--- src/rtl/ravenoc_pkg.sv ---
// Shared types and constants for the RaveNoC local flit injector:
// flit framing, head-field layout, request/response structs and injector FSM states.
package ravenoc_pkg;

    localparam int FLIT_DATA_WIDTH = 32;
    localparam int PKT_LEN_WIDTH   = 8;
    localparam int X_WIDTH         = 2;
    localparam int Y_WIDTH         = 2;

    localparam int HEAD_X_MSB   = FLIT_DATA_WIDTH - 1;
    localparam int HEAD_Y_MSB   = HEAD_X_MSB - X_WIDTH;
    localparam int HEAD_LEN_MSB = PKT_LEN_WIDTH - 1;

    typedef enum logic [1:0] {
        HEAD_FLIT = 2'b00,
        BODY_FLIT = 2'b01,
        TAIL_FLIT = 2'b10
    } flit_type_t;

    typedef struct packed {
        flit_type_t                 ftype;
        logic [FLIT_DATA_WIDTH-1:0] data;
    } s_flit_t;

    typedef struct packed {
        logic    fvalid;
        s_flit_t flit;
    } s_flit_req_t;

    typedef struct packed {
        logic fready;
    } s_flit_resp_t;

    typedef enum logic [1:0] {
        IDLE    = 2'b00,
        HEAD    = 2'b01,
        PAYLOAD = 2'b10
    } s_inj_state_t;

    // Head payload: x_dest at the top, y_dest right below, length in the low byte.
    function automatic logic [FLIT_DATA_WIDTH-1:0] build_head(
        input logic [X_WIDTH-1:0]       x,
        input logic [Y_WIDTH-1:0]       y,
        input logic [PKT_LEN_WIDTH-1:0] len
    );
        logic [FLIT_DATA_WIDTH-1:0] h;
        h = '0;
        h[HEAD_X_MSB -: X_WIDTH]         = x;
        h[HEAD_Y_MSB -: Y_WIDTH]         = y;
        h[HEAD_LEN_MSB -: PKT_LEN_WIDTH] = len;
        return h;
    endfunction

    function automatic logic [31:0] sat_inc(input logic [31:0] v);
        return (v == 32'hFFFF_FFFF) ? v : (v + 32'd1);
    endfunction

endpackage

--- src/rtl/inj_data_fifo.sv ---
// Payload skid FIFO for the local flit injector: power-of-two depth, registered pointers,
// full/empty derived from the pointers, synchronous active-low reset.
module inj_data_fifo
    import ravenoc_pkg::*;
#(
    parameter int DEPTH = 4,
    parameter int WIDTH = FLIT_DATA_WIDTH
) (
    input  logic             clk,
    input  logic             arst,
    input  logic             push_i,
    input  logic [WIDTH-1:0] data_i,
    input  logic             pop_i,
    output logic [WIDTH-1:0] data_o,
    output logic             full_o,
    output logic             empty_o
);

    localparam int AW = $clog2(DEPTH);

    logic [WIDTH-1:0] mem_q [DEPTH];
    logic [AW:0]      wr_ptr_q;
    logic [AW:0]      rd_ptr_q;
    logic             do_push;
    logic             do_pop;

    // Pointers carry one wrap bit so full and empty are distinguishable.
    always_comb begin
        empty_o = (wr_ptr_q == rd_ptr_q);
        full_o  = (wr_ptr_q[AW] != rd_ptr_q[AW]) && (wr_ptr_q[AW-1:0] == rd_ptr_q[AW-1:0]);
        do_push = push_i && !full_o;
        do_pop  = pop_i && !empty_o;
        data_o  = mem_q[rd_ptr_q[AW-1:0]];
    end

    // Pointer update.
    always_ff @(posedge clk) begin
        if (!arst) begin
            wr_ptr_q <= '0;
            rd_ptr_q <= '0;
        end else begin
            if (do_push) begin
                wr_ptr_q <= wr_ptr_q + (AW+1)'(1);
            end
            if (do_pop) begin
                rd_ptr_q <= rd_ptr_q + (AW+1)'(1);
            end
        end
    end

    // Storage array write.
    always_ff @(posedge clk) begin
        if (do_push) begin
            mem_q[wr_ptr_q[AW-1:0]] <= data_i;
        end
    end

endmodule

--- src/rtl/local_flit_injector.sv ---
// Local-port packetizer: turns tile commands and payload words into head/body/tail flits.
// Defining RAVENOC_INJ_STATS_EN adds saturating packet and flit counters.
module local_flit_injector
    import ravenoc_pkg::*;
#(
    parameter int ROUTER_X_ID     = 0,
    parameter int ROUTER_Y_ID     = 0,
    parameter int DATA_FIFO_DEPTH = 4
) (
    input  logic                       clk,
    input  logic                       arst,
    input  logic                       cmd_valid_i,
    output logic                       cmd_ready_o,
    input  logic [X_WIDTH-1:0]         cmd_x_dest_i,
    input  logic [Y_WIDTH-1:0]         cmd_y_dest_i,
    input  logic [PKT_LEN_WIDTH-1:0]   cmd_len_i,
    input  logic                       data_valid_i,
    output logic                       data_ready_o,
    input  logic [FLIT_DATA_WIDTH-1:0] data_i,
    output s_flit_req_t                fout_req_o,
    input  s_flit_resp_t               fout_resp_i,
    output logic                       busy_o,
    output logic [31:0]                pkt_cnt_o,
    output logic [31:0]                flit_cnt_o
);

    if ((DATA_FIFO_DEPTH < 2) || ((DATA_FIFO_DEPTH & (DATA_FIFO_DEPTH - 1)) != 0) ||
        (ROUTER_X_ID < 0) || (ROUTER_X_ID >= (1 << X_WIDTH)) ||
        (ROUTER_Y_ID < 0) || (ROUTER_Y_ID >= (1 << Y_WIDTH))) begin : g_param_check
        $error("local_flit_injector: illegal parameter set");
    end

    s_inj_state_t               state_q;
    s_flit_req_t                out_q;
    logic [PKT_LEN_WIDTH-1:0]   rem_q;
    logic                       run_q;
    logic                       busy_q;

    logic                       fready;
    logic                       out_free;
    logic                       pkt_end;
    logic                       cmd_fire;
    logic                       fifo_pop;
    logic                       fifo_push;
    logic                       fifo_full;
    logic                       fifo_empty;
    logic [FLIT_DATA_WIDTH-1:0] fifo_data;

    inj_data_fifo #(
        .DEPTH (DATA_FIFO_DEPTH),
        .WIDTH (FLIT_DATA_WIDTH)
    ) u_fifo (
        .clk     (clk),
        .arst    (arst),
        .push_i  (fifo_push),
        .data_i  (data_i),
        .pop_i   (fifo_pop),
        .data_o  (fifo_data),
        .full_o  (fifo_full),
        .empty_o (fifo_empty)
    );

    // pkt_end marks the cycle the last flit leaves, so a new command can take its slot.
    always_comb begin
        fready   = fout_resp_i.fready;
        out_free = !out_q.fvalid || fready;
        pkt_end  = 1'b0;
        fifo_pop = 1'b0;
        case (state_q)
            IDLE: begin
                pkt_end = 1'b0;
            end
            HEAD: begin
                if (fready) begin
                    if (rem_q == '0) begin
                        pkt_end = 1'b1;
                    end else begin
                        fifo_pop = !fifo_empty;
                    end
                end else begin
                    pkt_end = 1'b0;
                end
            end
            PAYLOAD: begin
                if (out_free) begin
                    if (rem_q == '0) begin
                        pkt_end = 1'b1;
                    end else begin
                        fifo_pop = !fifo_empty;
                    end
                end else begin
                    pkt_end = 1'b0;
                end
            end
            default: begin
                pkt_end = 1'b1;
            end
        endcase
        cmd_ready_o  = run_q && ((state_q == IDLE) || pkt_end);
        cmd_fire     = cmd_valid_i && cmd_ready_o;
        data_ready_o = run_q && !fifo_full;
        fifo_push    = data_valid_i && data_ready_o;
    end

    // Framing FSM with the registered output flit.
    always_ff @(posedge clk) begin
        if (!arst) begin
            state_q <= IDLE;
            out_q   <= '0;
            rem_q   <= '0;
            run_q   <= 1'b0;
            busy_q  <= 1'b0;
        end else begin
            run_q <= 1'b1;
            if (cmd_fire) begin
                out_q.fvalid     <= 1'b1;
                out_q.flit.ftype <= HEAD_FLIT;
                out_q.flit.data  <= build_head(cmd_x_dest_i, cmd_y_dest_i, cmd_len_i);
                rem_q            <= cmd_len_i;
                state_q          <= HEAD;
                busy_q           <= 1'b1;
            end else if (pkt_end) begin
                out_q.fvalid <= 1'b0;
                state_q      <= IDLE;
                busy_q       <= 1'b0;
            end else if (fifo_pop) begin
                out_q.fvalid     <= 1'b1;
                out_q.flit.ftype <= (rem_q == PKT_LEN_WIDTH'(1)) ? TAIL_FLIT : BODY_FLIT;
                out_q.flit.data  <= fifo_data;
                rem_q            <= rem_q - PKT_LEN_WIDTH'(1);
                state_q          <= PAYLOAD;
            end else if ((state_q == HEAD) && fready) begin
                // Head left but no payload buffered yet: bubble until a word arrives.
                out_q.fvalid <= 1'b0;
                state_q      <= PAYLOAD;
            end else if ((state_q == PAYLOAD) && out_free) begin
                out_q.fvalid <= 1'b0;
            end
        end
    end

    assign fout_req_o = out_q;
    assign busy_o     = busy_q;

`ifdef RAVENOC_INJ_STATS_EN
    logic [31:0] pkt_cnt_q;
    logic [31:0] flit_cnt_q;
    logic        flit_fire;
    logic        pkt_fire;

    // A packet completes on its tail, or on its head when it carries no payload.
    always_comb begin
        flit_fire = out_q.fvalid && fready;
        pkt_fire  = flit_fire &&
                    ((out_q.flit.ftype == TAIL_FLIT) ||
                     ((out_q.flit.ftype == HEAD_FLIT) &&
                      (out_q.flit.data[HEAD_LEN_MSB -: PKT_LEN_WIDTH] == '0)));
    end

    // Saturating statistics counters.
    always_ff @(posedge clk) begin
        if (!arst) begin
            pkt_cnt_q  <= 32'd0;
            flit_cnt_q <= 32'd0;
        end else begin
            if (flit_fire) begin
                flit_cnt_q <= sat_inc(flit_cnt_q);
            end
            if (pkt_fire) begin
                pkt_cnt_q <= sat_inc(pkt_cnt_q);
            end
        end
    end

    assign pkt_cnt_o  = pkt_cnt_q;
    assign flit_cnt_o = flit_cnt_q;
`else
    assign pkt_cnt_o  = 32'd0;
    assign flit_cnt_o = 32'd0;
`endif

endmodule

--- config.mk ---
export PLATFORM = sky130hd
export DESIGN_NAME = local_flit_injector
export DESIGN_NICKNAME = d
export VERILOG_FILES = /design/src/rtl/ravenoc_pkg.sv /design/src/rtl/inj_data_fifo.sv /design/src/rtl/local_flit_injector.sv
export SDC_FILE = /design/constraint.sdc
export NUM_CORES = 1
export LEC_CHECK = 0
export ABC_AREA = 1
export CAP_MARGIN = 15
export CORE_MARGIN = 3
export CORE_UTILIZATION = 52
export CTS_CLUSTER_DIAMETER = 200
export DETAILED_ROUTE_END_ITERATION = 6
export PLACE_DENSITY = 0.8
export SYNTH_ARGS = -nofsm -noshare
export SYNTH_HDL_FRONTEND = slang
export SYNTH_SLANG_ARGS = --single-unit
--- constraint.sdc ---
create_clock -name clk -period 3.1 [get_ports clk]
set_clock_uncertainty 0.1 [all_clocks]
set_input_delay 0.62 -clock clk [delete_from_list [all_inputs] [get_ports clk]]
set_output_delay 0.62 -clock clk [all_outputs]
set_load 0.02 [all_outputs]
# Word-level counts from Yosys, hierarchy flattened
# Memory sizes are Yosys's and may differ from the RTL's. A register that Yosys moved wholly into a read port is not among the register bits.
# Cells that the tools add are included.
[op_classes]
n_reduce_logical = 25
addsub = 3
n_eq_ne = 7
muxes = 30
n_bitwise = 2
[ops]
columns = ["cell", "count"]
rows = [
  ["34-bit 2-to-1 mux", 2],
  ["35-bit 2-to-1 mux", 1],
  ["8-bit 2-to-1 mux", 3],
  ["1-bit 2-to-1 mux", 17],
  ["2-bit 2-to-1 mux", 5],
  ["1-bit logical AND", 9],
  ["8-bit by 1-bit equality test with 1-bit output, second input constant", 1],
  ["8-bit zero test", 1],
  ["8-bit by 1-bit subtractor with 8-bit output, second input constant", 1],
  ["3-bit by 1-bit adder with 3-bit output, second input constant", 2],
  ["2-bit nonzero test", 3],
  ["5-bit nonzero test", 1],
  ["2-bit AND reduction", 2],
  ["4-bit nonzero test", 1],
  ["3-bit equality test", 1],
  ["1-bit zero test", 3],
  ["1-bit one-hot mux with 3 select lines", 1],
  ["3-bit OR reduction", 1],
  ["2-bit by 1-bit equality test with 1-bit output, second input constant", 1],
  ["2-bit equality test", 1],
  ["2-bit equality test, second input constant", 1],
  ["2-bit zero test", 1],
  ["1-bit logical OR", 2],
  ["2-bit by 1-bit inequality test with 1-bit output, second input constant", 1],
  ["other kinds (4)", 5],
]
[totals]
wordCells = 79
in_bits = 49
ramBits = 128
mem_count = 1
out_inout_bits = 102
regBits = 53
[mem_list]
columns = ["name", "depth", "width", "rd", "rd_clocked_by_memory_dff", "write_ports", "line_no", "rtl"]
rows = [
  ["u_fifo.mem_q", 4, 32, 1, 1, 1, "inj_data_fifo.sv:21", "logic [WIDTH-1:0] mem_q [DEPTH];"],
]

# Logic depth before layout (Yosys ltp)
# Gate-level depths: netlist (run 1).
[logic_depth]
ltp_word = 9
depth_mapped = 13
ltp_nobuf = 12

# Cells and area by module
# From an unflattened synthesis (run 1), not the netlist that was laid out.
[unflattened]
cells_unflattened = 770
hier_area_um2 = 7945.1
[by_module_without_submodules]
columns = ["module", "area_per_inst_um2", "cells_per_inst", "seq_area_each_um2", "n_inst"]
rows = [
  ["inj_data_fifo", 5231.3, 384, 4003.8, 1],
  ["local_flit_injector", 2713.9, 386, 940.9, 1],
]

# Least setup slack after synthesis (run 1)
# OpenSTA, ideal clock, no wires.
[synth_path]
path_type = "flip-flop to flip-flop"
startpoint = "register run_q"
endpoint = "memory u_fifo.mem_q[3][0] (netlist bit), enable pin"
stages_incl_launch_ff = 4
path_buffers = 1
slack_ns = 0.266
t_arrival_ns = 2.312
synth_period_minus_slack_ns = 2.834
setup_time_ns = 0.422
required_ns = 2.578
cell_sequence = "dfxtp_1 > clkbuf_1 > nand3_1 > nor2_1"
[synth_via]
elab_chain_len = 5
[synth_lines]
columns = ["item", "line_no", "rtl"]
rows = [
  ["from (decl)", "local_flit_injector.sv:36", "logic run_q;"],
  ["from (signal assigned)", "local_flit_injector.sv:111", "run_q <= 1'b0;"],
  ["from (signal assigned)", "local_flit_injector.sv:114", "run_q <= 1'b1;"],
  ["1-bit logical AND", "local_flit_injector.sv:101", "data_ready_o = run_q && !fifo_full;"],
  ["1-bit logical AND", "local_flit_injector.sv:102", "fifo_push = data_valid_i && data_ready_o;"],
  ["1-bit logical AND", "inj_data_fifo.sv:31", "do_push = push_i && !full_o;"],
  ["1-bit 2-to-1 mux", "inj_data_fifo.sv:53", "if (do_push) begin"],
  ["1-bit 2-to-1 mux (implied by the code)", "inj_data_fifo.sv:54", "mem_q[wr_ptr_q[AW-1:0]] <= data_i;"],
  ["to (decl)", "inj_data_fifo.sv:21", ""],
]
# No other way between the ends.

# Worst setup path after layout (run 1)
[layout_path]
startpoint = "register state_q[0]"
endpoint = "output cmd_ready_o"
[layout_via]
elab_chain_len = 4
elab_cells_between_ends = 6
classes_between = "eq/ne (2); mux (1); reduce/logical (3)"
[layout_lines]
columns = ["item", "line_no", "rtl"]
rows = [
  ["from (decl)", "local_flit_injector.sv:33", "s_inj_state_t state_q;"],
  ["from (signal assigned)", "local_flit_injector.sv:108", "state_q <= IDLE;"],
  ["from (signal assigned)", "local_flit_injector.sv:120", "state_q <= HEAD;"],
  ["from (signal assigned)", "local_flit_injector.sv:124", "state_q <= IDLE;"],
  ["2-bit equality test (tied with other cells)", "local_flit_injector.sv:69", "case (state_q)"],
  ["1-bit one-hot mux with 3 select lines", "local_flit_injector.sv:69", ""],
  ["1-bit logical OR *", "local_flit_injector.sv:99", "cmd_ready_o = run_q && ((state_q == IDLE) || pkt_end);"],
  ["1-bit logical AND *", "local_flit_injector.sv:99", ""],
  ["to (decl)", "local_flit_injector.sv:13", "output logic cmd_ready_o,"],
]
# Mark *: on every way between the ends. The rest lies on a longest branch, timed or not.

==> results.sh, run 1 <==
export IMPL_fin_nets=891
export IMPL_place_congestion=0.8357
export IMPL_max_slew_worst_pin_slew_ns=0.7860
export IMPL_yosysTopAreaCell="edfxtp_1"
export IMPL_dp_slack_ns=0.04585
export IMPL_die_w_um=128.4
export IMPL_fin_area_um2=9303
export IMPL_ys_types=26
export IMPL_row_count=44
export IMPL_critPathKind="flip-flop to primary output"
export IMPL_initial_core_util_pct=53.37
export IMPL_synth_most_common_cell="nand2_1"
export IMPL_cp_num_cells=9
export IMPL_diodes=0
export IMPL_worstPathRequired_ns=2.38
export IMPL_postCtsHoldBufs=0
export IMPL_grt_pass1_wl_um=25780
export IMPL_vias_per_cell=5.231
export IMPL_timing_final_crit_share_pct=90.49
export IMPL_path_cells="inv_1 > ha_1 > nand2_1 > nor2_1 > nand2_1 > nand3_4 > nand2_1 > inv_1 > dlygate4sd2_1"
export IMPL_crit_top_cell="nand2_1"
export IMPL_setup_tns_final_ns=0
export IMPL_netlist_instances=748
export IMPL_yosysSeqAreaShare_pct=63.51
export IMPL_synth_flop_cell="edfxtp_1"
export IMPL_track_usage_pct=20.29
export IMPL_rsz0062_at_grt="false"
export IMPL_min_path_cells=2
export IMPL_drc=0
export IMPL_path_max_fanout=4
export IMPL_cts_sinks=183
export IMPL_place_area_um2=8692
export IMPL_drt_wl_total_um=16280
export IMPL_peakVddDrop_v=0.0004121
export IMPL_cts_buffers=17
export IMPL_grt_ovfl_total=0
export IMPL_ant_nets=0
export IMPL_finalMaxSlewViolations=0
export IMPL_area_growth_pct=19.48
export IMPL_slowest_delay_ns=0.39
export IMPL_clkLatencyLatePin_ns=0.44
export IMPL_cts_resized=1
export IMPL_setup_viol=0
export IMPL_routed_via_count=5377
export IMPL_cts_path_max_buffers=2
export IMPL_avgSynthCellArea_um2=10.41
export IMPL_htreeDepth=4
export IMPL_crit_arrival_ns=2.09
export IMPL_grt_pass1_vias=5101
export IMPL_dp_hpwl_um=9814
export IMPL_synth_common_cells="nand2_1 (129), edfxtp_1 (128), nor2_1 (105), o21ai_0 (72), buf_4 (68)"
export IMPL_cp_num_buf_inv=3
export IMPL_synth_top_area_share_pct=49.37
export IMPL_cts_tree="done"
export IMPL_power_density_nw_per_um2=595.3
export IMPL_drv_cap=0
export IMPL_p_leak_nw=3.506
export IMPL_die_area_um2=16480
export IMPL_firstDrtPassIters=5
export IMPL_io_buffers=86
export IMPL_drive_above_1_share_pct=7.464
export IMPL_synth_seq_cells=183
export IMPL_drtIter0Drc=433
export IMPL_ys_warn_count=0
export IMPL_core_um2=14590
export IMPL_clk_pin_slew_ns=0.07
export IMPL_grt_max_degree=65
export IMPL_end_kind="primary output"
export IMPL_post_route_min_period_ns=2.805
export IMPL_netlist_area_um2=7786
export IMPL_hold_viol_final=0
export IMPL_fp_dieH_um=128.4
export IMPL_synth_edf_count=128
export IMPL_setup_slack_ns=0.2948
export IMPL_synth_async_reset_ratio_pct=0
export IMPL_ios=151
export IMPL_post_cts_buffers=0
export IMPL_status="complete, no violations"
export IMPL_crit_path_start_kind="flip-flop"
export IMPL_wire_per_inst_um=15.83
export IMPL_synth_area_leaders="edfxtp_1 (49%), dfxtp_1 (14%), buf_4 (6.6%)"
export IMPL_hold_class="flip-flop to flip-flop"
export IMPL_cp_top_family="buffers and inverters"
export IMPL_slew_headroom_pct=47.52
export IMPL_antenna_found_initial=0
export IMPL_cts_root_buf="clkbuf_16"
export IMPL_fmax_mhz=356.5
export IMPL_r2r_cells=11
export IMPL_cpMaxStageDelayCell="ha_1"
export IMPL_power_mw=5.538
export IMPL_fin_hold_ws_ns=0.3622
sequential cells by signal, indices dropped and copies added (netlist names), named ones only:
register / flops
u_fifo.mem_q: 128
fout_req_o: 35
rem_q: 8
u_fifo.rd_ptr_q: 3
u_fifo.wr_ptr_q: 3
state_q: 2
busy_o: 1
run_q: 1
cell usage in the layout (no fill, tap or decap), types with 4 or more instances in the layout:
cell | netlist | layout
a21oi_1 | 29 | 29
buf_12 | 0 | 6
buf_4 | 68 | 10
clkbuf_16 | 0 | 17
clkdlybuf4s50_1 | 0 | 85
clkinv_8 | 0 | 5
conb_1 | 1 | 64
dfxtp_1 | 55 | 54
edfxtp_1 | 128 | 128
ha_1 | 11 | 11
inv_1 | 27 | 27
nand2_1 | 129 | 129
nand3_1 | 25 | 25
nand4_1 | 11 | 11
nor2_1 | 105 | 101
nor2_4 | 0 | 4
o21ai_0 | 72 | 72
o22ai_1 | 32 | 32
xor2_1 | 7 | 7
final timing paths:
kind / slack, ns / startpoint / to
min: 0.36 / fout_req_o[15] / fout_req_o[15]
max reg2reg: 0.68 / state_q[0] / fout_req_o[33]
max: 0.29 / state_q[0] / cmd_ready_o
min reg2reg: 0.36 / fout_req_o[15] / fout_req_o[15]
routing by layer:
layer	routed length, um	global-route usage (%)	vias up
met4	366	8.177	0
met3	1305	6.476	33
met1	6651	25.67	2518
met2	7953	32.61	227
met5	0	0	-
li1	-	-	2599
cells by family after synthesis:
group	synth area share [%]
simple gates	14.88
flops	63.51
compound gates	9.127
buf+inv	9.770
fa+ha+maj	1.768
xor+xnor	0.8999
other cells	0.04816
metrics by stage:
step / std cells / util (%)
after CTS: 1028 / 63.77
final: 1028 / 63.77
after floorplan: 811 / -
after global placement: 996 / 59.58
after global routing: 1028 / 63.77
after detailed placement: 996 / 59.58
power breakdown:
| part | internal, mW | total, mW | leakage (nW) | switching, mW |
|---|---|---|---|---|
| clock network | 1.15 | 2.16 | 0.296 | 1.01 |
| logic | 0.231 | 0.642 | 1.60 | 0.411 |
| registers | 2.69 | 2.73 | 1.61 | 0.0386 |
worst register-to-register path: stages, from the launching register on:
cell     delay [ns]
dfxtp_1        0.36
inv_1          0.08
ha_1           0.39
inv_1          0.06
nor2_1         0.11
nand2_1        0.07
nor2_1         0.13
nand2_2        0.10
inv_2          0.45
o21ai_0        0.27
o21ai_1        0.14
nor2_1         0.05
cell type report:
type | count | area, um^2
fill | 1112 | 5286
sequential | 183 | 4946
clock inverter | 15 | 186.4
multi-input combinational | 497 | 2347
tap | 184 | 230.2
timing repair buffer | 102 | 1055
clock buffer | 17 | 425.4
inverter | 30 | 112.6
Note: power is estimated with default switching activity, not from simulation.
==> run 2: changes to the inputs <==
- CTS_CLUSTER_SIZE: unset -> 24
==> results of run 2 <==
No change in the layout: final DEF, timing and power equal those of run 1.
==> run 3: changes to the inputs <==
- ABC_AREA: 1 -> unset
- CORE_UTILIZATION: 52 -> 51
- PLACE_DENSITY: 0.8 -> 0.79
==> run 3 against run 2 <==
Critical path depth decreased by 4. Clock-buffer cell count stayed put. Synthesized cell count shrank 30%. First-iteration DRC count decreased by 44%. Routed wire length is 11% lower. Via count shrank 20%. Final cell count is 22% lower. Hold slack worse by 0.0089 ns. Largest power group unchanged. Final area down 4.0%. Non-clock buffer count shrank 5. Sequential power about the same. Register-to-register slack got worse by 0.23 ns.
==> results.sh, run 3 <==
export IMPL_worstPathRequired_ns=2.38
export IMPL_dp_slack_ns=0.2290
export IMPL_yosysTopAreaCell="edfxtp_1"
export IMPL_largest_reg_flops=128
export IMPL_setup_slack_ns=0.1320
export IMPL_fin_nets=673
export IMPL_finalMaxSlewViolations=0
export IMPL_fp_dieH_um=127.6
export IMPL_avgSynthCellArea_um2=14.45
export IMPL_synth_most_common_cell="edfxtp_1"
export IMPL_clkLatencyLatePin_ns=0.42
export IMPL_netlist_area_um2=7545
export IMPL_yosysSeqAreaShare_pct=65.54
export IMPL_synth_edf_count=128
export IMPL_netlist_instances=522
export IMPL_layout_commonest_cell="edfxtp_1"
export IMPL_crit_path_start_kind="flip-flop"
export IMPL_rsz0062_at_grt="false"
export IMPL_drtIter0Drc=241
export IMPL_post_cts_buffers=0
export IMPL_critPathKind="flip-flop to primary output"
export IMPL_power_mw=5.204
export IMPL_drive_above_1_share_pct=14.22
export IMPL_row_count=43
export IMPL_synth_top_area_share_pct=50.95
export IMPL_grt_pass1_wl_um=22480
export IMPL_cts_root_buf="clkbuf_16"
export IMPL_grt_pass1_vias=4239
export IMPL_slew_headroom_pct=39.89
export IMPL_place_congestion=0.7640
export IMPL_fmax_mhz=336.9
export IMPL_die_area_um2=16290
export IMPL_synth_seq_cells=183
export IMPL_antenna_found_initial=0
export IMPL_cts_tree="done"
export IMPL_wire_per_inst_um=18.02
export IMPL_peakVddDrop_v=0.0004723
export IMPL_setup_viol=0
export IMPL_fillerInstances=1027
export IMPL_hold_viol_final=0
export IMPL_status="complete, no violations"
export IMPL_diodes=0
export IMPL_regArea_um2=4947
export IMPL_max_slew_worst_pin_slew_ns=0.9017
export IMPL_timing_final_crit_share_pct=95.74
export IMPL_drc=0
export IMPL_ant_nets=0
export IMPL_ios=151
export IMPL_synth_flop_cell="edfxtp_1"
export IMPL_die_w_um=127.6
export IMPL_htreeDepth=4
export IMPL_p_leak_nw=3.036
export IMPL_cts_buffers=17
export IMPL_io_buffers=86
export IMPL_post_route_min_period_ns=2.968
export IMPL_fin_hold_ws_ns=0.3532
export IMPL_track_usage_pct=18.15
export IMPL_path_max_fanout=6
export IMPL_hold_class="flip-flop to flip-flop"
export IMPL_cts_sinks=183
export IMPL_drt_wl_total_um=14530
export IMPL_ys_types=46
export IMPL_cts_path_max_buffers=2
export IMPL_clk_pin_slew_ns=0.07
export IMPL_grt_max_degree=37
export IMPL_core_um2=14150
export IMPL_end_kind="primary output"
export IMPL_ys_warn_count=0
export IMPL_vias_per_cell=5.319
export IMPL_synth_common_cells="edfxtp_1 (128), nand2_1 (74), buf_4 (68), dfxtp_1 (55), mux4_2 (32)"
export IMPL_grt_ovfl_total=0
export IMPL_area_growth_pct=18.41
export IMPL_drv_cap=0
export IMPL_dp_hpwl_um=9462
export IMPL_routed_via_count=4287
export IMPL_crit_arrival_ns=2.25
export IMPL_initial_core_util_pct=53.32
export IMPL_synth_area_leaders="edfxtp_1 (51%), dfxtp_1 (15%), mux4_2 (9.6%)"
export IMPL_multi_input_area_um2=2181
export IMPL_final_cell_mix="edfxtp_1 (128), clkdlybuf4s50_1 (85), nand2_1 (74)"
export IMPL_power_density_nw_per_um2=582.5
export IMPL_synth_async_reset_ratio_pct=0
export IMPL_firstDrtPassIters=4
export IMPL_setup_tns_final_ns=0
==> run 3: changes by cell type after synthesis, moves of 18 or more <==
cell	before	now
nor2_1	105	3
o21ai_0	72	6
nand2_1	129	74
mux4_2	0	32
o22ai_1	32	1
nand3_1	25	1
a31oi_1	0	18
==> run 3: cells by family after synthesis <==
group,synth area share [%]
DFF,65.54
and+or+nand+nor,7.280
buffers and inverters,8.773
AOI/OAI and AO/OA,5.406
muxes,9.967
adders and majority gates,1.824
xor gates and xnor gates,1.161
other,0.04970
==> run 3: layout make-up <==
| cell class | count | area share (%) |
|---|---|---|
| Tap cell | 180 | 2.521 |
| Clock inverter | 15 | 1.261 |
| Clock buffer | 17 | 4.762 |
| Inverter | 10 | 0.4202 |
| Sequential cell | 183 | 55.38 |
| Timing Repair Buffer | 97 | 11.25 |
| Multi-Input combinational cell | 304 | 24.41 |
==> run 3: critical path, cell delays in order (launching register included) <==
cell,delay [ns]
dfxtp_1,0.35
or4_4,0.58
nor3_1,0.29
nand2_1,0.09
a31oi_1,0.15
dlygate4sd2_1,0.36
==> run 3: per-stage QoR <==
stage	cells	utilization (%)	cell area, um^2
after global routing	806	63.14	8934
after global placement	774	59.34	8397
after floorplan	585	-	7781
after CTS	806	63.14	8934
after detailed placement	774	59.34	8397
final	806	63.14	8934
==> run 3: path summary, 6_finish.rpt <==
check	startpoint	end	slack (ns)	cells past startpoint
worst max-delay path	rem_q[2]	cmd_ready_o	0.13	5
worst min-delay path	fout_req_o[24]	fout_req_o[24]	0.35	2
worst max register to register	rem_q[2]	fout_req_o[3]	0.45	6
worst min register to register	fout_req_o[24]	fout_req_o[24]	0.35	2
==> run 3: where the power goes <==
part | internal (mW) | switching [mW]
clock network | 1.09 | 0.884
registers | 2.69 | 0.0438
logic | 0.202 | 0.294
total | 3.98 | 1.22
==> run 3: routing by layer <==
layer,vias up,GRT usage (%),part of all wire (%)
met5,-,0,0
met4,0,6.055,1.3
met3,18,4.348,6.2
met2,172,32.21,52
met1,2121,21.81,40
li1,1976,-,-
==> run 3: timing repair <==
action / CTS / global route
gates resized for setup: 1 / 0
hold buffers: 0 / 0
endpoints found under the setup margin: 1 / 0
